### config.mk
export PLATFORM = sky130hd
export DESIGN_NAME = pixel_freq_bank
export DESIGN_NICKNAME = d
export VERILOG_FILES = /design/src/rtl/pixel_freq_bank.sv
export SDC_FILE = /design/constraint.sdc
export NUM_CORES = 1
export LEC_CHECK = 0
export ABC_AREA = 1
export CORE_UTILIZATION = 55
export CTS_BUF_LIST = sky130_fd_sc_hd__clkbuf_8
export CTS_CLUSTER_SIZE = 20
export DETAILED_ROUTE_END_ITERATION = 12
export HOLD_SLACK_MARGIN = 0.08
export PLACE_DENSITY = 0.83
export SLEW_MARGIN = 5
export SYNTH_ARGS = -nofsm -noshare
export SYNTH_HDL_FRONTEND = slang
export SYNTH_SLANG_ARGS = --single-unit
### constraint.sdc
create_clock -name CLK -period 3.1 [get_ports CLK]
set_input_delay 0.62 -clock CLK [delete_from_list [all_inputs] [get_ports CLK]]
set_output_delay 0.62 -clock CLK [all_outputs]
set_load 0.01 [all_outputs]
### src/rtl/pixel_freq_bank.sv
// Multi-channel light-to-frequency generator: one shared shift-add multiplier scans the
// channels round-robin to compute half-period targets; each channel adopts its target at a toggle.
module pixel_freq_bank #(
    parameter int unsigned CLOCK_FREQ = 50_000_000,
    parameter int unsigned LOW_FREQ   = 1_000,
    parameter int unsigned HIGH_FREQ  = 20_000_000,
    parameter int unsigned INPUT_BITS = 8,
    parameter int unsigned CHANNELS   = 4,
    parameter int unsigned SEL_BITS   = 2
) (
    input  logic                           CLK,
    input  logic                           RST_N,
    input  logic [CHANNELS*INPUT_BITS-1:0] LIGHT,
    input  logic [CHANNELS-1:0]            EN,
    input  logic [SEL_BITS-1:0]            SEL,
    output logic [CHANNELS-1:0]            FREQ_OUT,
    output logic                           SEL_OUT,
    output logic                           SCAN_DONE
);

    localparam int unsigned MAX     = CLOCK_FREQ / LOW_FREQ;
    localparam int unsigned MIN_RAW = (CLOCK_FREQ + HIGH_FREQ - 1) / HIGH_FREQ;
    localparam int unsigned MIN     = (MIN_RAW < 1) ? 1 : MIN_RAW;
    localparam int unsigned STEP    = (MAX - MIN) >> INPUT_BITS;
    localparam int unsigned CW      = $clog2(MAX + 1);
    localparam int unsigned PW      = CW + INPUT_BITS;
    localparam int unsigned IW      = (CHANNELS > 1) ? $clog2(CHANNELS) : 1;
    localparam int unsigned MW      = (INPUT_BITS > 1) ? $clog2(INPUT_BITS) : 1;

    typedef enum logic [1:0] {
        LOAD  = 2'd0,
        MUL   = 2'd1,
        STORE = 2'd2
    } state_t;

    state_t                state;
    logic [IW-1:0]         idx;
    logic [MW-1:0]         mcnt;
    logic [INPUT_BITS-1:0] lreg;
    logic [PW-1:0]         acc;
    logic [CW-1:0]         target [CHANNELS];
    logic [CW-1:0]         active [CHANNELS];
    logic [CW-1:0]         cnt    [CHANNELS];

    logic [INPUT_BITS-1:0] light_c;
    logic                  sel_c;
    logic [CW-1:0]         new_target_c;

    // Light of the channel being loaded, selected channel output, and clamped target
    always_comb begin
        light_c = '0;
        sel_c   = 1'b0;
        for (int c = 0; c < CHANNELS; c++) begin
            if (idx == IW'(c)) light_c = LIGHT[c*INPUT_BITS +: INPUT_BITS];
            if (SEL == SEL_BITS'(c)) sel_c = FREQ_OUT[c];
        end
        new_target_c = (acc > PW'(MAX - MIN)) ? CW'(MIN) : CW'(PW'(MAX) - acc);
    end

    // Sequencer: LOAD latches the light, MUL does MSB-first shift-add, STORE writes the target
    always_ff @(posedge CLK) begin
        if (!RST_N) begin
            state     <= LOAD;
            idx       <= '0;
            mcnt      <= '0;
            lreg      <= '0;
            acc       <= '0;
            SCAN_DONE <= 1'b0;
            for (int c = 0; c < CHANNELS; c++) target[c] <= CW'(MAX);
        end else begin
            SCAN_DONE <= 1'b0;
            case (state)
                LOAD: begin
                    lreg  <= light_c;
                    acc   <= '0;
                    mcnt  <= '0;
                    state <= MUL;
                end
                MUL: begin
                    acc  <= (acc << 1) + (lreg[INPUT_BITS-1] ? PW'(STEP) : PW'(0));
                    lreg <= lreg << 1;
                    mcnt <= mcnt + MW'(1);
                    if (mcnt == MW'(INPUT_BITS - 1)) state <= STORE;
                end
                STORE: begin
                    for (int c = 0; c < CHANNELS; c++) begin
                        if (idx == IW'(c)) target[c] <= new_target_c;
                    end
                    SCAN_DONE <= (idx == IW'(CHANNELS - 1));
                    idx       <= (idx == IW'(CHANNELS - 1)) ? IW'(0) : idx + IW'(1);
                    state     <= LOAD;
                end
                default: state <= LOAD;
            endcase
        end
    end

    // Per-channel half-period counters; the period only changes at a toggle or while disabled
    always_ff @(posedge CLK) begin
        if (!RST_N) begin
            FREQ_OUT <= '0;
            SEL_OUT  <= 1'b0;
            for (int c = 0; c < CHANNELS; c++) begin
                cnt[c]    <= '0;
                active[c] <= CW'(MAX);
            end
        end else begin
            SEL_OUT <= sel_c;
            for (int c = 0; c < CHANNELS; c++) begin
                if (EN[c]) begin
                    if (cnt[c] == active[c] - CW'(1)) begin
                        FREQ_OUT[c] <= ~FREQ_OUT[c];
                        cnt[c]      <= '0;
                        active[c]   <= target[c];
                    end else begin
                        cnt[c] <= cnt[c] + CW'(1);
                    end
                end else begin
                    FREQ_OUT[c] <= 1'b0;
                    cnt[c]      <= '0;
                    active[c]   <= target[c];
                end
            end
        end
    end

endmodule

# Word level (Yosys, flattened, before mapping)
# Memory sizes are Yosys's and may differ from the RTL's.
# Cells that the tools add are included.
# totals
regBits	45
mem_bits_rw	192
input_bits	40
out_inout_bits	6
mem_count	3
# mem_list
memory	depth	word_bits	rd	rd_ports_with_merged_regs	wr	line_no	text
active	4	16	4	0	4	42	logic [CW-1:0] active [CHANNELS];
cnt	4	16	4	0	4	43	logic [CW-1:0] cnt [CHANNELS];
target	4	16	4	0	4	41	logic [CW-1:0] target [CHANNELS];
# classes
add_sub_neg	12
order_cmp	1
eq_ne	14
mux	101
bitwise	28
reduce_logical	9
# ops
op	count
$mux W16	25
$mux W1	65
$add A16 B1 Y16 const B	4
$eq A16 B16 Y1	4
$sub A16 B1 Y16 const B	4
$pmux W24 S2	1
$mux W8	5
$add A24 B8 Y24	1
$gt A24 B16 Y1 const B	1
$or A1 B1 Y1	24
$pmux W8 S2	1
$sub A16 B16 Y16 const A	1
$eq A2 B2 Y1 const B	5
$reduce_and A2 Y1	5
$eq A2 B1 Y1 const B	3
$logic_not A2 Y1	3
$pmux W3 S2	1
$mux W2	2
$not A1 Y1	4
$pmux W2 S2	1
$add A3 B1 Y3 const B	1
$eq A3 B3 Y1 const B	1
$add A2 B1 Y2 const B	1
$ne A2 B2 Y1 const B	1
$reduce_bool A2 Y1	1

# Depth between registers and ports, before layout
# depth
ltp_word	9
ltp_mapped	15
depth_no_buf	15

# Worst setup path before layout
# No wires, ideal clock.
# synth_path
kind	flip-flop to flip-flop
from	register idx[1]
to	memory target[1][0] in the netlist's numbering (enable)
setup_time_ps	411
arrival_time_ps	2077
slack_ps	612
path_stages_with_launch	6
period_less_slack_ps	2488
cell_sequence	dfxtp_1 -> inv_1 -> ha_1 -> clkbuf_1 -> inv_1 -> o21ai_0
# synth_lines
item	line_no	text
from (decl)	37	logic [IW-1:0] idx;
from (signal assigned)	90	idx <= (idx == IW'(CHANNELS - 1)) ? IW'(0) : idx + IW'(1);
to (decl)	41	

==> flow_metrics.env <==
export IMPL_outcome="finished, final reports clean"
export IMPL_vias=11150
export IMPL_grt_overflow=0
export IMPL_drv_slew=0
export IMPL_drtPass1Iterations=6
export IMPL_worstHoldPathType="reg -> reg"
export IMPL_synth_cell_types=50
export IMPL_cpPeakStageDelay_ns=0.44
export IMPL_finClkSkew_ns=0.02800
export IMPL_io_pins=46
export IMPL_synthArstFlopShare=0
export IMPL_crit_arrival_ns=2.79
export IMPL_setup_tns_ns=0
export IMPL_crit_type="reg -> reg"
export IMPL_crit_top_cell="nor2_1"
export IMPL_fmax_mhz=395.3
export IMPL_die_h_um=160.9
export IMPL_worst_path_max_delay_cell="edfxtp_1"
export IMPL_grt_pass1_vias=10680
export IMPL_p_leak_nw=6.434
export IMPL_total_power_mw=6.939
export IMPL_cts_clk_slew_worst_paths_ns=0.06
export IMPL_drtAntennaViolNets=0
export IMPL_syn_area_per_cell_um2=8.351
export IMPL_dieArea_mm2=0.02589
export IMPL_post_drt_wl_per_cell_um=13.61
export IMPL_r2r_slack_ns=0.57
export IMPL_cts_made_buffers=41
export IMPL_drtIter0Drc=1000
export IMPL_worstPathRequired_ns=3.36
export IMPL_synth_area_leaders="edfxtp_1, nand2_1, dfxtp_1, inv_1, nor2_1"
export IMPL_drc_errors=0
export IMPL_synth_top_area_share=0.4151
export IMPL_end_kind="register"
export IMPL_clock_sinks=237
export IMPL_gp_congestion=0.8879
export IMPL_rsz0062_at_grt="no"
export IMPL_grt_pass1_wl_mm=49.11
export IMPL_finalSetupViolCount=0
export IMPL_finalCriticalPeriod_ns=2.529
export IMPL_slew_headroom=0.5982
export IMPL_rows=57
export IMPL_period_share=0.8160
export IMPL_drt_wl_total_mm=29.27
export IMPL_antenna_cells=0
export IMPL_grt_max_degree=49
export IMPL_synthFlopType="edfxtp_1"
export IMPL_clock_latency_ns=0.55
export IMPL_synth_seq_cells=237
export IMPL_tritoncts="done"
export IMPL_post_cts_setup_buffer_count=0
export IMPL_yosysWarnings=0
export IMPL_cts_resized_gates=0
export IMPL_antenna_found_initial=0
export IMPL_hold_violations=0
export IMPL_p_per_area_mw_per_mm2=443.1
export IMPL_start_kind="register"
export IMPL_initial_core_util=0.5661
export IMPL_cts_buffer_depth=3
export IMPL_coreArea_mm2=0.02453
export IMPL_num_nets_final=1858
export IMPL_drive_above_1_share=0.09639
export IMPL_synth_edff_count=192
export IMPL_cts_root_buf="clkbuf_8"
export IMPL_worst_slew_pin_slew_ns=0.6027
export IMPL_hpwl_mm=21.41
export IMPL_grtUsageTotal=0.2312
export IMPL_die_w_um=160.9
export IMPL_maxCapViolCount=0
export IMPL_syn_to_final_growth_pct=12.77
export IMPL_worstPathCellList="inv_1 -> ha_1 -> nand2_1 -> nor2_1 -> nand3_1 -> xor2_1 -> nand3_1 -> nor2_1 -> nand2_2 -> nand3_4 -> nor2_1"
export IMPL_synth_seq_area_share=0.4800
export IMPL_via_per_inst=5.186
export IMPL_ctsHoldBuffers=0
export IMPL_synthCells=1663
export IMPL_cts_max_level=2
export IMPL_critPathMaxFanout=32
export IMPL_yosys_area_top_type="edfxtp_1"
export IMPL_ir_worst_vdd_mv=0.2949
export IMPL_io_buffers=45
export IMPL_synth_area_mm2=0.01389
-- final timing paths --
kind / startpoint / to / depth (start not counted)
setup reg to reg: active[0][0] / cnt[0][11] / 11
hold / removal: lreg[0] / lreg[0] / 2
setup / recovery: active[0][0] / cnt[0][11] / 11
hold reg to reg: lreg[0] / lreg[0] / 2
-- report_power, final --
group,leakage (nW),switching (mW),internal (mW)
Sequential,2.22,0.107,3.55
Combinational,3.78,0.361,0.231
Clock,0.439,1.24,1.45
Total,6.43,1.71,5.23
-- routing by layer --
metal / vias up / GRT usage / wire [µm]
met4: 0 / 0.08405 / 682
met1: 5161 / 0.2972 / 12670
met5: - / 0 / 0
met3: 61 / 0.03409 / 1697
li1: 5596 / - / -
met2: 332 / 0.3958 / 14220
-- worst max-delay path: cells and delay by family (launching register included) --
kind                       cells  cell delay [ns]
and+or+nand+nor                8             1.29
adders and majority gates      1             0.23
xor gates and xnor gates       1             0.14
DFF                            1             0.44
buffers and inverters          1             0.14
-- cell usage in the layout, fill, tap and decap left out, types with 43 or more instances in the layout --
cell	instances
nor2_2	60
nand2_1	414
nor2_1	214
inv_1	239
clkbuf_8	43
clkdlybuf4s50_1	44
conb_1	64
dfxtp_1	45
edfxtp_1	192
nand3_1	98
xor2_1	63
-- per-stage QoR --
stage	instances	instance area (µm²)	setup WS, ns	hold WS, ns	utilization
6_report	2150	15660	0.5705	0.4583	0.6384
5_1_grt	2150	15660	0.3220	0.4825	0.6384
4_1_cts	2150	15660	0.5732	0.4624	0.6384
3_5_place_dp	2078	14900	0.5892	0.4524	0.6073
3_3_place_gp	2078	14900	0.6935	0.4410	0.6073
2_1_floorplan	1726	14120	0.6119	0.4269	-
-- layout make-up --
class	count	area [µm²]
clock inverters	29	171.4
flip-flops and latches	237	6666
repair buffers	52	510.5
clock buffers	43	591.8
well taps	324	405.4
multi-input cells	1232	6442
inverters	233	874.6
fillers	2019	8871
-- synth_stat cells (3+ instances only) --
master	count
nand4_1	23
clkbuf_1	14
nor3_1	14
nor4_1	3
nand3b_1	41
nor2_2	60
ha_1	21
a22oi_1	8
a21oi_1	35
o21ai_1	6
clkinv_1	4
xor2_1	63
nand2_2	8
or2_0	4
xnor2_1	32
inv_1	226
buf_2	3
nor2_1	214
o22ai_1	5
edfxtp_1	192
nand2_1	414
or2_2	10
inv_2	3
dfxtp_1	45
o211ai_1	15
nand2_8	5
buf_6	3
nand3_4	3
nor2_4	11
a31oi_1	7
nor3_2	6
o21ai_0	40
nand3_1	98
nand2_4	7
-- cells by family after synthesis --
kind of cell	count (synthesis)	synth area share
compound gates	126	0.05288
xor+xnor	95	0.05991
fa+ha+maj	21	0.01892
buf+inv	257	0.07315
flops	237	0.4800
other cells	1	0.0002700
simple gates	926	0.3149
-- registers in the layout (all words and copies together) (netlist names) --
register and flops:
FREQ_OUT 4, idx 2, acc 24, target 64, mcnt 3, cnt 64
state 2, active 64, lreg 8, SEL_OUT 1, SCAN_DONE 1
(Power assumes the default switching activity.)
